==> src/rtl/banco_registradores.sv <==
// 32x32 register file for the multicycle MIPS datapath: one write port,
// two registered read ports, register 0 hardwired to zero.
module banco_registradores #(
  parameter logic [31:0] SP_RESET = 32'd227,
  parameter bit          BYPASS   = 1'b1
) (
  input  logic        clk,
  input  logic        reset_n,
  input  logic        RegWrite,
  input  logic [4:0]  WriteReg,
  input  logic [31:0] WriteData,
  input  logic [4:0]  ReadReg1,
  input  logic [4:0]  ReadReg2,
  output logic [31:0] ReadData1,
  output logic [31:0] ReadData2,
  output logic        WriteDone
);

  logic [31:0] regs_q [1:31];
  logic [31:0] rd1_d, rd1_q;
  logic [31:0] rd2_d, rd2_q;
  logic        done_d, done_q;
  logic        wr_en;

  assign wr_en  = RegWrite && (WriteReg != 5'd0);
  assign done_d = wr_en;

  // Index 0 has no storage, so both read muxes fall through to zero for it.
  always_comb begin
    rd1_d = '0;
    rd2_d = '0;
    for (int i = 1; i < 32; i++) begin
      if (ReadReg1 == 5'(i)) rd1_d = regs_q[i];
      if (ReadReg2 == 5'(i)) rd2_d = regs_q[i];
    end
    if (BYPASS && wr_en && (WriteReg == ReadReg1)) rd1_d = WriteData;
    if (BYPASS && wr_en && (WriteReg == ReadReg2)) rd2_d = WriteData;
  end

  always_ff @(posedge clk or negedge reset_n) begin
    if (!reset_n) begin
      for (int i = 1; i < 32; i++) begin
        regs_q[i] <= (i == 29) ? SP_RESET : 32'd0;
      end
    end else begin
      for (int i = 1; i < 32; i++) begin
        if (wr_en && (WriteReg == 5'(i))) regs_q[i] <= WriteData;
      end
    end
  end

  always_ff @(posedge clk or negedge reset_n) begin
    if (!reset_n) begin
      rd1_q  <= '0;
      rd2_q  <= '0;
      done_q <= 1'b0;
    end else begin
      rd1_q  <= rd1_d;
      rd2_q  <= rd2_d;
      done_q <= done_d;
    end
  end

  assign ReadData1 = rd1_q;
  assign ReadData2 = rd2_q;
  assign WriteDone = done_q;

endmodule

==> config.mk <==
export PLATFORM = sky130hd
export DESIGN_NAME = banco_registradores
export DESIGN_NICKNAME = d
export VERILOG_FILES = /design/src/rtl/banco_registradores.sv
export SDC_FILE = /design/constraint.sdc
export NUM_CORES = 2
export LEC_CHECK = 0
export ABC_AREA = 1
export CAP_MARGIN = 20
export CORE_UTILIZATION = 60
export CTS_CLUSTER_SIZE = 30
export DETAILED_ROUTE_END_ITERATION = 6
export PLACE_DENSITY = 0.77
export REMOVE_ABC_BUFFERS = 1
export SLEW_MARGIN = 20
export SYNTH_ARGS = -nofsm -noshare
export SYNTH_HDL_FRONTEND = slang
export SYNTH_SLANG_ARGS = --single-unit
==> constraint.sdc <==
create_clock -name clk -period 3.47 [get_ports clk]
set_input_delay 0.5205 -clock clk [delete_from_list [all_inputs] [get_ports clk]]
set_output_delay 0.5205 -clock clk [all_outputs]
set_load 0.05 [all_outputs]
==> reports/metrics.yaml <==
cp_top_family: "simple AND/OR/NAND/NOR gates"
crit_chain: "clkdlybuf4s50_1 > inv_2 > nor2_2 > inv_2 > nor3_4 > buf_12 > buf_12 > nand2_1 > nand2_1 > nand4_1 > nor2_1 > nand4_1 > nor2_1 > nand4_1 > nor2_1 > nand4_1 > nor2_1 > nand4_1 > nor2_1 > nand4_1 > nand2_1 > nand2_1"
grt_use_total_pct: 36.6
dieArea_um2: 90000
place_inst: 8454
route.detailed.drc: 0
cts_buffers: 110
start_util_pct: 61.0
overflow: 0
arrival_ns: 3.73
coreArea_um2: 87300
drtAntennaViolNets: 0
clock_sinks: 1057
grt_setup_unrepaired: "false"
first_pass_iters: 6
gp_congestion: 0.957
switchingPower_mw: 10.1
grtUsageMet1_pct: 48.8
rrSetupSlack_ns: 0.73
hold_class: "input port to async pin"
placed_area_um2: 57300
crit_buf_inv: 5
clockBufferDepth: 3
path_clk_slew_ns: 0.06
via_count: 50800
grt.met3_usage_pct: 4.82
layout_common_cells: "nand2_1, o21ai_0, dfrtp_1, nor2_1, inv_1"
setup_viol: 0
cp-end-kind: "flop"
cp.required_ns: 4.02
cp_max_fo: 19
antenna_cells: 0
dp_hpwl_mm: 109
power_leakage_nw: 27.9
cts_tree: "built"
ys_seq_area_share_pct: 49.7
routed_via_density: 5.86
fin_util_pct: 69.9
num_rows: 108
postSynthAreaPerCell_um2: 7.20
layout_commonest_cell: "nand2_1"
drt-total-wl_mm: 163
final_area_um2: 61000
worstSetupPathType: "input port to flop"
grt_pass1_wl_mm: 262
status: "finished clean"
die_h_um: 300
netSwitchingFraction_pct: 30.1
h-tree-depth: 3
syn_to_final_growth_pct: 14.5
maxCapViolCount: 0
yosysUniqueCellTypes: 29
crit_path_max_incr_delay_ns: 0.62
fillers: 7080
first_iter_violations: 5829
worst_slew_pin_slew_ns: 1.07
die_w_um: 300
critical-path-slowest-cell: "clkdlybuf4s50_1"
grt_max_degree: 124
finClkSkew_ns: 0.0256
pwr-share-comb_pct: 15.7
io_buffers: 114
layoutNonFillerInstCount: 8660
p_int_mw: 23.5
maxSlewHeadroom_pct: 28.9
root_buffer: "clkbuf_16"
slew_viol_final: 0
ir_worst_vdd_mv: 0.437
power_frac_clock_pct: 35.6
ios: 115
fin_ws_ns: 0.293
layout.nets: 7462
path_common_cell: "nand4_1"
clock.fmax_ghz: 0.315
grt_pass1_vias: 49200
yosys_warnings: 0
met2_usage_pct: 60.0
power_mw: 33.6
power_density_nw_per_um2: 551
place_ws_ns: -0.366
r2r_end: "ReadData1[8]$_DFF_PN0_"
busiest_layer: "met2"
antenna_found_initial: 0
final_layout_size_suffix_gt1_share_pct: 7.66
clock_latency_ns: 0.69
r2r-start: "regs_q[808]$_DFFE_PN0P_"
syn_inst: 7393
yosys_register_bits: 1057
p_seq_share_pct: 48.7
fin_crit_sh_pct: 91.6
routedWlPerCell_um: 18.9
crit_path_start_kind: "input port"
path_depth: 22
syn-cell-area_um2: 53300
finalHoldViolCount: 0
layout_min_cycle_time_ns: 3.18
reg2reg_depth: 19
routing by layer:
metal | vias up | part of all wire [%]
met1 | 24200 | 40
met5 | - | 0
met3 | 467 | 8.2
met2 | 2500 | 48
met4 | 0 | 4.2
li1 | 23600 | -
final cells by class:
cell class / count / area [um2] / share of cell area (%)
Tap cell: 1155 / 1450 / 2.37
Clock buffer: 173 / 3290 / 5.40
Sequential cell: 1057 / 26500 / 43.4
Timing Repair Buffer: 410 / 4400 / 7.22
Clock inverter: 32 / 357 / 0.585
Inverter: 529 / 1990 / 3.25
Multi-Input combinational cell: 5304 / 23100 / 37.8
repair_timing:
item | in CTS | in global routing
resized for setup | 0 | 2
hold buffers | 1 | 0
setup endpoints to repair | 0 | 3
hold endpoints to repair | 27 | 0
setup buffers | 0 | 0
how the worst max path moves through the flow:
stage | startpoint | to | slack (ns)
after CTS | ReadReg2[1] | ReadData2[2]$_DFF_PN0_ | 0.33
after global routing | ReadReg1[0] | ReadData1[22]$_DFF_PN0_ | 0.008
after global placement | ReadReg2[1] | ReadData2[2]$_DFF_PN0_ | -0.33
after detailed placement | ReadReg2[1] | ReadData2[2]$_DFF_PN0_ | -0.37
final | ReadReg1[2] | ReadData1[13]$_DFF_PN0_ | 0.29
after floorplan | WriteReg[0] | regs_q[480]$_DFFE_PN0P_ | 0.25
synth_stat cells, drive strengths merged:
| cell type | n | area share, % |
|---|---|---|
| nand4 | 439 | 5.2 |
| dfrtp | 1052 | 49 |
| o2111ai | 2 | 0.033 |
| o21ai | 1097 | 10 |
| o21a | 30 | 0.42 |
| nor3b | 9 | 0.13 |
| clkbuf | 459 | 3.2 |
| inv | 528 | 3.7 |
| nand3 | 42 | 0.41 |
| o22ai | 1 | 0.012 |
| clkinv | 1 | 0.0070 |
| dfstp | 5 | 0.25 |
| nor2 | 780 | 5.5 |
| nand2 | 2759 | 19 |
| buf | 44 | 0.42 |
| a21oi | 90 | 0.85 |
| nor3 | 26 | 0.29 |
| nor4 | 1 | 0.012 |
| xor2 | 8 | 0.13 |
| or2 | 20 | 0.23 |
worst register-to-register path, cell delays in order, from the launching register on:
cell and delay [ns]:
dfrtp_1 0.43, o2111ai_1 0.23, buf_4 0.16, nand4_1 0.11, nand2_1 0.08, nand4_1 0.14
nor2_1 0.14, nand4_1 0.10, nor2_1 0.19, nand4_1 0.11, nor2_1 0.18, nand4_1 0.11
nor2_1 0.15, nand4_1 0.12, nand2_1 0.09, nand3_1 0.07, nand2_1 0.07, nand2_1 0.05
nand2_1 0.07, nand2_1 0.05
power by group through the flow:
| stage | registers [mW] | clock network (mW) | logic [mW] |
|---|---|---|---|
| floorplan | 16.6 | 0 | 2.84 |
| global placement | 16.4 | 0 | 5.06 |
| detailed placement | 16.5 | 0 | 5.27 |
| CTS | 16.3 | 12.1 | 5.30 |
| global route | 16.6 | 12.5 | 6.01 |
| finish | 16.4 | 12.0 | 5.28 |
logic make-up after synthesis:
| kind of cell | after synthesis | share of synthesized area (%) |
|---|---|---|
| buffers and inverters | 1032 | 7.38 |
| AO/OA/AOI/OAI | 1220 | 11.6 |
| XOR/XNOR | 8 | 0.132 |
| AND/OR/NAND/NOR | 4076 | 31.2 |
| flip-flops | 1057 | 49.7 |
metrics by stage:
stage                     hold slack [ns]  setup TNS, ns
after floorplan                     0.225              0
after global placement              0.465         -13.65
after detailed placement            0.468         -15.18
after CTS                           0.347              0
after global routing                0.376              0
final                               0.353              0
flip-flops by register name, indices dropped and copies added, names as in the netlist:
name / flops
regs_q: 992
ReadData1: 32
WriteDone: 1
ReadData2: 32
(Power assumes the default switching activity.)
